--- config.mk ---
export PLATFORM = sky130hd
export DESIGN_NAME = wb_bram_slave
export DESIGN_NICKNAME = d
export VERILOG_FILES = /design/src/rtl/wb_bram_slave.sv
export SDC_FILE = /design/constraint.sdc
export NUM_CORES = 1
export LEC_CHECK = 0
export BUFFER_PORTS_ARGS = -buffer_cell sky130_fd_sc_hd__buf_2
export CORE_MARGIN = 2
export CORE_UTILIZATION = 51
export CTS_CLUSTER_DIAMETER = 60
export DETAILED_ROUTE_END_ITERATION = 8
export PLACE_DENSITY_LB_ADDON = 0.05
export SLEW_MARGIN = 0
export SYNTH_ARGS = -nofsm -noshare
export SYNTH_HDL_FRONTEND = slang
export SYNTH_SLANG_ARGS = --single-unit
--- constraint.sdc ---
create_clock -name clk -period 2.1 [get_ports clk]
set_input_delay 0.315 -clock clk [delete_from_list [all_inputs] [get_ports clk]]
set_output_delay 0.315 -clock clk [all_outputs]
set_load 0.02 [all_outputs]
--- src/rtl/wb_bram_slave.sv ---
`default_nettype none
// ============================================================================
// Module   : wb_bram_slave
// Purpose  : Wishbone classic slave fronting a single-write-enable block RAM;
//            byte-lane writes are done by read-modify-write.
// Revision : 1.0
// ============================================================================
module wb_bram_slave #(
    parameter int          ADDR_W      = 10,
    parameter logic [31:0] BASE_ADDR   = 32'h0000_0000,
    parameter logic [31:0] ADDR_MASK   = 32'hFFFF_F000,
    parameter int          RAM_LAT     = 1,
    parameter int          WAIT_CYCLES = 0
) (
    input  logic              clk,
    input  logic              rst,
    input  logic [31:0]       wb_adr_i,
    input  logic [31:0]       wb_dat_i,
    input  logic [3:0]        wb_sel_i,
    input  logic              wb_cyc_i,
    input  logic              wb_stb_i,
    input  logic              wb_we_i,
    output logic [31:0]       wb_dat_o,
    output logic              wb_ack_o,
    output logic              wb_err_o,
    output logic [ADDR_W-1:0] ram_addr,
    output logic              ram_we,
    output logic [31:0]       ram_data_in,
    input  logic [31:0]       ram_data_out
);

    typedef enum logic [2:0] {
        S_IDLE  = 3'd0,
        S_RD    = 3'd1,
        S_MERGE = 3'd2,
        S_WR    = 3'd3,
        S_WAIT  = 3'd4,
        S_ACK   = 3'd5,
        S_ERR   = 3'd6
    } state_t;

    localparam logic [3:0] RD_INIT   = 4'(RAM_LAT - 1);
    localparam logic [3:0] WAIT_INIT = (WAIT_CYCLES == 0) ? 4'd0 : 4'(WAIT_CYCLES - 1);

    state_t      state;
    logic [3:0]  cnt;
    logic [31:0] dat_q;
    logic [3:0]  sel_q;
    logic        we_q;

    logic        req;
    logic        bad;
    logic        partial;
    logic [31:0] merged;

    assign req     = wb_cyc_i & wb_stb_i;
    assign bad     = ((wb_adr_i & ADDR_MASK) != BASE_ADDR) || (wb_adr_i[1:0] != 2'b00);
    assign partial = (wb_sel_i != 4'h0) && (wb_sel_i != 4'hF);

    always_comb begin
        merged = ram_data_out;
        for (int n = 0; n < 4; n++) begin
            if (sel_q[n]) merged[8*n +: 8] = dat_q[8*n +: 8];
        end
    end

    always_ff @(posedge clk) begin
        if (!rst) begin
            state       <= S_IDLE;
            cnt         <= 4'd0;
            dat_q       <= 32'd0;
            sel_q       <= 4'd0;
            we_q        <= 1'b0;
            wb_dat_o    <= 32'd0;
            wb_ack_o    <= 1'b0;
            wb_err_o    <= 1'b0;
            ram_addr    <= '0;
            ram_we      <= 1'b0;
            ram_data_in <= 32'd0;
        end else begin
            wb_ack_o <= 1'b0;
            wb_err_o <= 1'b0;
            ram_we   <= 1'b0;
            case (state)
                S_IDLE: begin
                    if (req) begin
                        ram_addr <= wb_adr_i[ADDR_W+1:2];
                        dat_q    <= wb_dat_i;
                        sel_q    <= wb_sel_i;
                        we_q     <= wb_we_i;
                        if (bad) begin
                            state    <= S_ERR;
                            wb_err_o <= 1'b1;
                        end else if (!wb_we_i || partial) begin
                            state <= S_RD;
                            cnt   <= RD_INIT;
                        end else if (wb_sel_i == 4'hF) begin
                            state       <= S_WR;
                            ram_we      <= 1'b1;
                            ram_data_in <= wb_dat_i;
                        end else if (WAIT_CYCLES == 0) begin
                            state    <= S_ACK;
                            wb_ack_o <= 1'b1;
                        end else begin
                            state <= S_WAIT;
                            cnt   <= WAIT_INIT;
                        end
                    end
                end
                S_RD: begin
                    if (!wb_cyc_i) begin
                        state <= S_IDLE;
                    end else if (cnt != 4'd0) begin
                        cnt <= cnt - 4'd1;
                    end else if (we_q) begin
                        // Partial write: fold the fetched word with the new lanes.
                        state       <= S_MERGE;
                        ram_we      <= 1'b1;
                        ram_data_in <= merged;
                    end else begin
                        wb_dat_o <= ram_data_out;
                        if (WAIT_CYCLES == 0) begin
                            state    <= S_ACK;
                            wb_ack_o <= 1'b1;
                        end else begin
                            state <= S_WAIT;
                            cnt   <= WAIT_INIT;
                        end
                    end
                end
                S_MERGE, S_WR: begin
                    // The write pulse lands on this edge even if the cycle aborts.
                    if (!wb_cyc_i) begin
                        state <= S_IDLE;
                    end else if (WAIT_CYCLES == 0) begin
                        state    <= S_ACK;
                        wb_ack_o <= 1'b1;
                    end else begin
                        state <= S_WAIT;
                        cnt   <= WAIT_INIT;
                    end
                end
                S_WAIT: begin
                    if (!wb_cyc_i) begin
                        state <= S_IDLE;
                    end else if (cnt != 4'd0) begin
                        cnt <= cnt - 4'd1;
                    end else begin
                        state    <= S_ACK;
                        wb_ack_o <= 1'b1;
                    end
                end
                S_ACK, S_ERR: begin
                    state <= S_IDLE;
                end
                default: begin
                    state <= S_IDLE;
                end
            endcase
        end
    end

endmodule
`default_nettype wire
==> key figures <==
Run status
  • Outcome: completed

Global routing
  • Antenna violations before repair: 0
  • Global routing met2 resource utilization: 42.5%
  • Total gr overflow: 0
  • Largest net degree at the start of global routing: between 60 and 70
  • Most utilized layer in the global route result: met2
  • Global routing met3 resource utilization: 5.24%
  • GRT Resource Usage Total: approximately 25%
  • Met1 track demand over resource: between 30 and 40%
  • Wire length of the first global-routing pass: around 23000 um
  • Number of global-route vias before repair: around 5000

Timing
  • Worst Clk Skew: roughly 0.01 ns
  • Unrepaired setup endpoints after global routing: false
  • Setup tns final: 0 ns
  • Final critical path time including I/O delays and setup: 2.00 ns
  • Pin slew with the least headroom to its limit: roughly 0.56 ns
  • Setup WS post-layout: 0.100 ns
  • Headroom to the max-slew limit: between 60 and 70%
  • Hold Vio Cnt, Final: 0
  • Peak Freq: between 0.5 and 0.6 GHz
  • Total setup violations reported at the end of the flow: 0
  • Final cycle utilization of the critical path: between 90% and 100%
  • Final-report max-slew violation count: 0

Finish
  • Layout cells sized above 1: between 20 and 30%
  • Final Instance Area: about 7200 sq um
  • # nets final: 932
  • Diodes inserted: 0
  • Non-filler cells in the finished layout: around 980
  • Area grow syn2layout: 30.8%

Synth
  • Total nets after synthesis: 764
  • YS warnings: 0
  • Register bit total from synthesis: 121
  • Number of standard cells after synthesis: 657
  • Most frequent cell after synthesis: sky130_fd_sc_hd__nand2_1
  • Mean area per synthesized cell: 8.43 sq um
  • Share of flip-flops with an asynchronous set or reset after synthesis: 0%
  • Leading post-synthesis cells by cell area: sky130_fd_sc_hd__dfxtp_1 44%, sky130_fd_sc_hd__nand2_1 15%, sky130_fd_sc_hd__mux2i_1 12%
  • Synth top area share: a little over two fifths
  • Number of enable flip-flop cells after synthesis: 0
  • Unique masters post-synth: 46
  • Cell area after technology mapping: 5540 sq um
  • Fraction of the yosys area taken by sequential cells: 43.8%
  • Synth cell count leaders: 227 x sky130_fd_sc_hd__nand2_1, 121 x sky130_fd_sc_hd__dfxtp_1, 66 x sky130_fd_sc_hd__mux2i_1, 53 x sky130_fd_sc_hd__a21boi_0, 39 x sky130_fd_sc_hd__clkbuf_1
  • Dominant register cell in the synthesized netlist: sky130_fd_sc_hd__dfxtp_1
  • Area leader, netlist: sky130_fd_sc_hd__dfxtp_1

Worst hold path
  • Worst min-delay path class: in2reg

Routing
  • Wire length reported by the detailed router: roughly 15000 um
  • Post-DRT Antenna Nets: 0
  • Via count: between 5000 and 6000
  • Wire length per cell after detailed routing: 15.1 um
  • Number of DRC markers after the initial detailed-route iteration: 251
  • Drt pass-1 iters: 4
  • Per-cell via count in the routed design: 5.34
  • Final routed DRC violation total: 0

Placement
  • HPWL Detailed: roughly 10000 um
  • Placed instance area: 6600 sq um
  • Global placer's final weighted congestion: between 0.8 and 0.9
  • Total instance count after detailed placement: around 940
  • Worst setup timing slack at the placement stage: approximately 0.16 ns
  • Port Buf Inserts: ~180

Clocking
  • Num CTS Buffers: 17
  • Clock transition at path regs: 0.06 ns
  • H-tree depth: 4
  • Root cell of the clock tree: sky130_fd_sc_hd__clkbuf_8
  • Later-pin clock latency in the skew report: 0.51 ns
  • Maximum number of buffers from clock root to sink: 2
  • TritonCTS clock tree: built
  • Clock sink count: 121
  • Hold buffer count at CTS: 0

Setup path
  • Max Fanout on Critical Path: 32
  • Kind of launch point of the worst setup path: flip-flop
  • CP Class: reg2reg
  • Kind of end point of the critical path: flip-flop
  • Signal arrival time at the worst endpoint: between 2 and 2.5 ns
  • Required @ worst endpoint: 2.52 ns

Die
  • Die width: between 100 and 150 um
  • Count of pins on the block boundary: around 180
  • Standard-cell rows: 38
  • Die area: around 12000 sq um
  • Starting Density: approximately 52%
  • Core Box Area: 10700 sq um
  • Height of the chip: around 110 um

Power and ir drop
  • Areal power density over the cells: slightly above 900 nW/um^2
  • P_leak: 3.14 nW
  • Peak VDD IR: approximately 0.44 mV

Job
  • Max Cap Viol: 0
[power by group]
group | total, W | internal [W] | leakage [nW] | switching, W
Combinational | 0.00110 | 0.000458 | 1.88 | 0.000642
Sequential | 0.00259 | 0.00245 | 0.980 | 0.000143
Clock | 0.00295 | 0.00193 | 0.288 | 0.00103
[final timing paths]
kind	startpoint	end	slack, ns	cells past startpoint
worst min register to register	wb_dat_o[13]$_SDFFE_PN0P_	wb_dat_o[13]$_SDFFE_PN0P_	0.45	2
worst min-delay path	ram_data_out[6]	wb_dat_o[6]$_SDFFE_PN0P_	0.04	3
worst max register to register	cnt[0]$_SDFFE_PN0P_	ram_data_in[1]$_SDFFE_PN0P_	0.10	7
worst max-delay path	cnt[0]$_SDFFE_PN0P_	ram_data_in[1]$_SDFFE_PN0P_	0.10	7
[cell type report]
class / instances / area (sq um)
Clock buffer: 21 / 469
Clock inverter: 10 / 143
Timing Repair Buffer: 203 / 1140
Tap cell: 140 / 175
Inverter: 4 / 15.0
Fill cell: 915 / 3460
Sequential cell: 121 / 2420
Multi-Input combinational cell: 478 / 2870
[flip-flops by register name, summed over array words and instances (netlist names)]
name / cells
cnt: 4
dat_q: 32
ram_addr: 10
ram_data_in: 32
ram_we: 1
sel_q: 4
state: 3
wb_ack_o: 1
wb_dat_o: 32
wb_err_o: 1
we_q: 1
[critical path, cell delays in order, from the launching register on]
cell                      delay (ns)
sky130_fd_sc_hd__dfxtp_1        0.33
sky130_fd_sc_hd__inv_1          0.09
sky130_fd_sc_hd__ha_1           0.19
sky130_fd_sc_hd__nor3b_1        0.27
sky130_fd_sc_hd__nand4_1        0.15
sky130_fd_sc_hd__a221o_2        0.43
sky130_fd_sc_hd__buf_12         0.21
sky130_fd_sc_hd__mux2i_1        0.21
[what timing repair did]
action,in CTS,in global routing
buffers inserted,0,2
setup endpoints to repair,0,1
gates resized for setup,0,1
[kinds of logic after synthesis]
group / Yosys count / share of synthesized area [%]
AOI/OAI and AO/OA: 134 / 18.0
adders and majority gates: 2 / 0.452
muxes: 67 / 12.1
DFF: 121 / 43.8
buffers and inverters: 58 / 4.61
and+or+nand+nor: 274 / 20.9
xor gates and xnor gates: 1 / 0.158
[metrics by stage]
step	utilization (%)	hold WS (ns)	power [W]
final	67.7	0.0437	0.00665
after global placement	61.6	0.437	0.00369
after CTS	67.4	0.0236	0.00667
after detailed placement	61.6	0.446	0.00371
after floorplan	-	0.435	0.00332
after global routing	67.7	0.0286	0.00694
[metal layers]
layer  up-vias  part of all wire (%)
li1       2595                     -
met1      2428                    44
met2       163                    48
met3        30                   5.9
met4         0                   2.3
met5         -                     0
[cell usage in the layout (no fill, tap or decap), types with 5 or more instances in the layout]
| cell | instances |
|---|---|
| sky130_fd_sc_hd__clkbuf_16 | 17 |
| sky130_fd_sc_hd__a21boi_1 | 27 |
| sky130_fd_sc_hd__nand4_1 | 7 |
| sky130_fd_sc_hd__mux2i_1 | 66 |
| sky130_fd_sc_hd__o211ai_1 | 33 |
| sky130_fd_sc_hd__dfxtp_1 | 121 |
| sky130_fd_sc_hd__clkbuf_8 | 5 |
| sky130_fd_sc_hd__a21boi_0 | 53 |
| sky130_fd_sc_hd__nor4_1 | 6 |
| sky130_fd_sc_hd__buf_4 | 17 |
| sky130_fd_sc_hd__buf_2 | 180 |
| sky130_fd_sc_hd__nand3_1 | 9 |
| sky130_fd_sc_hd__nand2_1 | 226 |
Note: power is estimated with default switching activity, not from simulation.
